**config.mk**
```make
export PLATFORM = sky130hd
export DESIGN_NAME = rom_read_sequencer
export DESIGN_NICKNAME = d
export VERILOG_FILES = /design/src/rtl/rom_read_sequencer.sv
export SDC_FILE = /design/constraint.sdc
export NUM_CORES = 1
export LEC_CHECK = 0
export ABC_AREA = 1
export CAP_MARGIN = 10
export CORE_MARGIN = 2
export CORE_UTILIZATION = 40
export CTS_CLUSTER_SIZE = 24
export DETAILED_ROUTE_END_ITERATION = 12
export SLEW_MARGIN = 20
export SYNTH_ARGS = -nofsm -noshare
export SYNTH_HDL_FRONTEND = slang
export SYNTH_SLANG_ARGS = --single-unit
```
**constraint.sdc**
```tcl
create_clock -name clk -period 2 [get_ports clk]
set_clock_uncertainty 0.05 [all_clocks]
set_input_delay 0.3 -clock clk [delete_from_list [all_inputs] [get_ports clk]]
set_output_delay 0.3 -clock clk [all_outputs]
set_load 0.05 [all_outputs]
```
**src/rtl/rom_read_sequencer.sv**
```systemverilog
// Sweeps a pair of 1-cycle-latency ROM ports over an address range and queues {A,B} words in a credit-limited output FIFO.
// Optional feature: define ROM_SEQ_CHECKSUM_EN to add a per-sweep byte checksum output.
module rom_read_sequencer #(
  parameter int AW    = 4,
  parameter int DW    = 8,
  parameter int DEPTH = 4
) (
  input  logic            clk,
  input  logic            rst,
  input  logic            start,
  input  logic [AW-1:0]   base_addr,
  input  logic [AW:0]     len,
  output logic            rom_en_a,
  output logic            rom_en_b,
  output logic [AW-1:0]   rom_add_a,
  output logic [AW-1:0]   rom_add_b,
  input  logic [DW-1:0]   rom_d_ra,
  input  logic [DW-1:0]   rom_d_rb,
  output logic [2*DW-1:0] out_data,
  output logic            out_valid,
  input  logic            out_ready,
  output logic            busy,
`ifdef ROM_SEQ_CHECKSUM_EN
  output logic [DW-1:0]   checksum,
`endif
  output logic            done
);

  localparam int PW = $clog2(DEPTH);
  localparam int CW = PW + 1;

  localparam logic [1:0] S_IDLE  = 2'd0;
  localparam logic [1:0] S_ISSUE = 2'd1;
  localparam logic [1:0] S_DRAIN = 2'd2;
  localparam logic [1:0] S_FIN   = 2'd3;

  logic [1:0]      state_q, state_d;
  logic [AW-1:0]   addr_q, addr_d;
  logic [AW:0]     remain_q, remain_d;
  logic [AW-1:0]   last_add_q;
  logic            inflight_q;
  logic [CW-1:0]   cnt_q;
  logic [PW-1:0]   wr_ptr_q, rd_ptr_q;
  logic [2*DW-1:0] mem [DEPTH];

  logic issue, push, pop;

  // A pair may only be issued if its data is guaranteed a FIFO slot on arrival.
  assign issue = (state_q == S_ISSUE) && ((cnt_q + CW'(inflight_q)) < CW'(DEPTH));
  assign push  = inflight_q;
  assign pop   = out_valid && out_ready;

  assign rom_en_a  = issue;
  assign rom_en_b  = issue;
  assign rom_add_a = issue ? addr_q : last_add_q;
  assign rom_add_b = issue ? addr_q : last_add_q;

  assign out_valid = (cnt_q != '0);
  assign out_data  = out_valid ? mem[rd_ptr_q] : '0;
  assign busy      = (state_q == S_ISSUE) || (state_q == S_DRAIN);
  assign done      = (state_q == S_FIN);

  // NOTE: every variable assigned in always_comb gets a default first, so no path can infer a latch.
  always_comb begin
    state_d  = state_q;
    addr_d   = addr_q;
    remain_d = remain_q;
    case (state_q)
      S_IDLE: begin
        if (start) begin
          if (len != '0) begin
            state_d  = S_ISSUE;
            addr_d   = base_addr;
            remain_d = len;
          end else begin
            state_d = S_FIN;
          end
        end
      end
      S_ISSUE: begin
        if (issue) begin
          addr_d   = addr_q + 1'b1;
          remain_d = remain_q - 1'b1;
          if (remain_q == (AW+1)'(1)) state_d = S_DRAIN;
        end
      end
      S_DRAIN: begin
        if (!inflight_q && (cnt_q == '0)) state_d = S_FIN;
      end
      S_FIN:   state_d = S_IDLE;
      default: state_d = S_IDLE;
    endcase
  end

  // NOTE: sequential state uses non-blocking assignments so all registers update from pre-edge values.
  always_ff @(posedge clk or posedge rst) begin
    if (rst) begin
      state_q    <= S_IDLE;
      addr_q     <= '0;
      remain_q   <= '0;
      last_add_q <= '0;
      inflight_q <= 1'b0;
      cnt_q      <= '0;
      wr_ptr_q   <= '0;
      rd_ptr_q   <= '0;
    end else begin
      state_q    <= state_d;
      addr_q     <= addr_d;
      remain_q   <= remain_d;
      inflight_q <= issue;
      if (issue) last_add_q <= addr_q;
      if (push)  wr_ptr_q   <= wr_ptr_q + 1'b1;
      if (pop)   rd_ptr_q   <= rd_ptr_q + 1'b1;
      case ({push, pop})
        2'b10:   cnt_q <= cnt_q + 1'b1;
        2'b01:   cnt_q <= cnt_q - 1'b1;
        default: cnt_q <= cnt_q;
      endcase
    end
  end

  // NOTE: the FIFO storage has no reset; the occupancy count and the out_data gate make stale words invisible.
  always_ff @(posedge clk) begin
    if (push) mem[wr_ptr_q] <= {rom_d_ra, rom_d_rb};
  end

`ifdef ROM_SEQ_CHECKSUM_EN
  logic [DW-1:0] sum_q;

  always_ff @(posedge clk or posedge rst) begin
    if (rst) begin
      sum_q <= '0;
    end else if ((state_q == S_IDLE) && start && (len != '0)) begin
      sum_q <= '0;
    end else if (push) begin
      sum_q <= sum_q + rom_d_ra + rom_d_rb;
    end
  end

  assign checksum = sum_q;
`endif

endmodule

```
==> summary.md <==
| Metric | Value |
|---|---|
| Status | finished, final reports clean |
| Aggregate global-route resource usage | 0.158 |
| Max cap viols | 0 |
| Beginning of the critical path | rd_ptr_q[1] |
| Final Max Tran Viols | 0 |
| Number of global-route vias before repair | 2821 |
| Number of synthesized flops with an enable pin | 64 |
| GP Congestion | 0.762 |
| Clock tree sinks | 87 |
| CP Capture Point | out_data[13] |
| Die Span X | 104 um |
| H-tree levels | 3 |
| Fin nets | 504 |
| CP arrival | 1640 ps |
| DR iter-0 viols | 91 |
| Tightest Hold Check Type | in -> async |
| Hold Fails Final Rpt | 0 |
| RSZ-0062 raised after global routing | yes |
| Launch point of the worst reg-to-reg path | cnt_q[0] |
| Core area | 9770 um2 |
| Crit path top cell by count | buf_4 |
| Gr ovfl total | 0 |
| Startpoint types | flip-flop |
| Syn Nets | 432 |
| Synth area leader | edfxtp_1 |
| WL/cell | 13.8 um |
| Worst Max-Slew Pin Slew | 377 ps |
| PnR worst setup slack | 11.2 ps |
| Synthesized area per cell | 10.3 um2 |
| Commonest non-fill, non-tap cell in the layout | nor2_1 |
| Mapped cell area | 4020 um2 |
| Fmax | 0.503 GHz |
| Most frequent cells in the layout | nor2_1 (67), nand2_1 (65), edfxtp_1 (64) |
| Delay-heaviest family, CP | buffers and inverters |
| Final core occ | 0.537 |
| Die height | 104 um |
| Req. time, crit path | 1650 ps |
| Seq/Total Area, Yosys | 0.621 |
| Share of layout cells above drive strength 1 | 0.232 |
| Final worst path period share | 0.994 |
| Critical Path Max Stage Delay | 420 ps |
| TritonCTS buffer count | 9 |
| CTS tree | done |
| DR pass1 iterations | 4 |
| CTS root buf | clkbuf_8 |
| Top post-synthesis cells by area | edfxtp_1 (48%), dfrtp_1 (14%), nor2_1 (6.9%) |
| Top_reg_cell synth | edfxtp_1 |
| Area share of the largest cell type after synthesis | 0.478 |
| Post-Synthesis Cells | 389 |
| Initial antenna violation count | 0 |
| Place WS | -72.1 ps |
| CP max stage cell | dfrtp_1 |
| Total Wirelength | 8.26 mm |
| Yosys warns | 0 |
| Post-DP Area | 4890 um2 |
| Die Area | 10900 um2 |
| Final min period | 1990 ps |
| Rows | 36 |
| CTS clk-pin slew, worst paths | 90 ps |
| Global-route wire length before repair | 13.8 mm |
| FFs w/ async S/R, synth | 0.264 |
| Clock buffer depth | 2 |
| Area delta synth->final | 30.5% |
| Inserted Diodes | 0 |
| CP Buf/Inv Count | 3 |
| Largest net degree at the start of global routing | 24 |
| Netlist cell types | 28 |
| Post-route ant nets | 0 |
| Endpoints failing setup | 0 |
| Critical path peak fanout | 3 |
| Initial core utilization | 0.411 |
| Drt drc | 0 |
| Reg2reg end | cnt_q[2] |
| Reg2reg path depth | 10 |
| Hold buffers post-CTS | 0 |
| Worst path cell trace | buf_6 > buf_4 > nor2_1 > o21ai_1 > a21oi_1 > buf_4 |
| I/O Buffers | 57 |
| Post-DP HPWL | 5.73 mm |
| Setup Crit Path Kind | reg -> out |
| Layout Cell Area excl Fill | 5250 um2 |
| Yosys reg bits | 87 |
| Routed vias | 2850 |
| Critical path endpoint category | primary output |
| Via density per instance | 4.76 |
| Clk Latency, worst-skew pair | 340 ps |
| Max-slew headroom | 0.749 |
| Setup slack, reg-to-reg | 140 ps |
| Critical path depth | 6 |
| Ports | 58 |
## worst min-delay path by stage
| stage | to | slack [ps] | depth (start not counted) |
|---|---|---|---|
| 2_1_floorplan | addr_q[0] | 250 | 1 |
| 3_3_place_gp | remain_q[1] | 410 | 2 |
| 3_5_place_dp | remain_q[1] | 410 | 2 |
| 4_1_cts | rd_ptr_q[1] | 260 | 3 |
| 5_1_grt | remain_q[4] | 290 | 3 |
| 6_report | remain_q[4] | 250 | 3 |
## routing by layer
| layer | vias up | GRT usage | part of all wire |
|---|---|---|---|
| li1 | 1437 | - | - |
| met5 | - | 0 | 0 |
| met2 | 56 | 0.276 | 0.51 |
| met4 | 0 | 0.0492 | 0.012 |
| met3 | 10 | 0.0251 | 0.032 |
| met1 | 1347 | 0.201 | 0.45 |
## cells in the mapped netlist, types with 6 or more instances
library cell  number
nand2_1           73
edfxtp_1          64
buf_2              6
buf_4             10
nor2_1            74
nand3_1            8
a21oi_1           18
nand4_1            7
inv_1             24
dfrtp_1           23
ha_1              13
o21ai_0           38
## tightest hold or removal path: stages
cell and delay (ps):
clkdlybuf4s50_1 390, inv_1 50, buf_4 300
## logic make-up after synthesis
family	count (synthesis)	share of synthesized area
xor+xnor	5	0.0109
flops	87	0.621
simple gates	172	0.182
fa+ha+maj	14	0.0455
buf+inv	48	0.0592
compound gates	63	0.0809
## flip-flops by register name, indices dropped and copies added, names as in the netlist
| name | flops |
|---|---|
| inflight_q | 1 |
| last_add_q | 4 |
| mem | 64 |
| cnt_q | 3 |
| rd_ptr_q | 2 |
| remain_q | 5 |
| addr_q | 4 |
| wr_ptr_q | 2 |
| state_q | 2 |
## through the flow
stage / instances / TNS (ps) / hold slack [ps]
after floorplan: 389 / -2040 / 252
after global placement: 579 / -32.4 / 410
after detailed placement: 579 / -72.1 / 409
after CTS: 597 / -27.5 / 257
after global routing: 599 / -565 / 290
final: 599 / 0 / 250
## layout make-up
| class | count | area, um2 |
|---|---|---|
| clock inverter | 6 | 67.6 |
| tap | 133 | 166 |
| inverter | 28 | 118 |
| multi-input combinational | 254 | 1390 |
| fill | 863 | 4530 |
| timing repair buffer | 81 | 876 |
| sequential | 87 | 2500 |
| clock buffer | 10 | 128 |
## repair_timing
action                     in CTS  in global routing
gates resized for setup        12                 37
setup buffers                   2                  3
pin swaps                       0                 14
setup endpoints to repair      26                 28
Power is not shown: default switching activity piles up to over one toggle a cycle in this logic, so the estimate is an artifact.
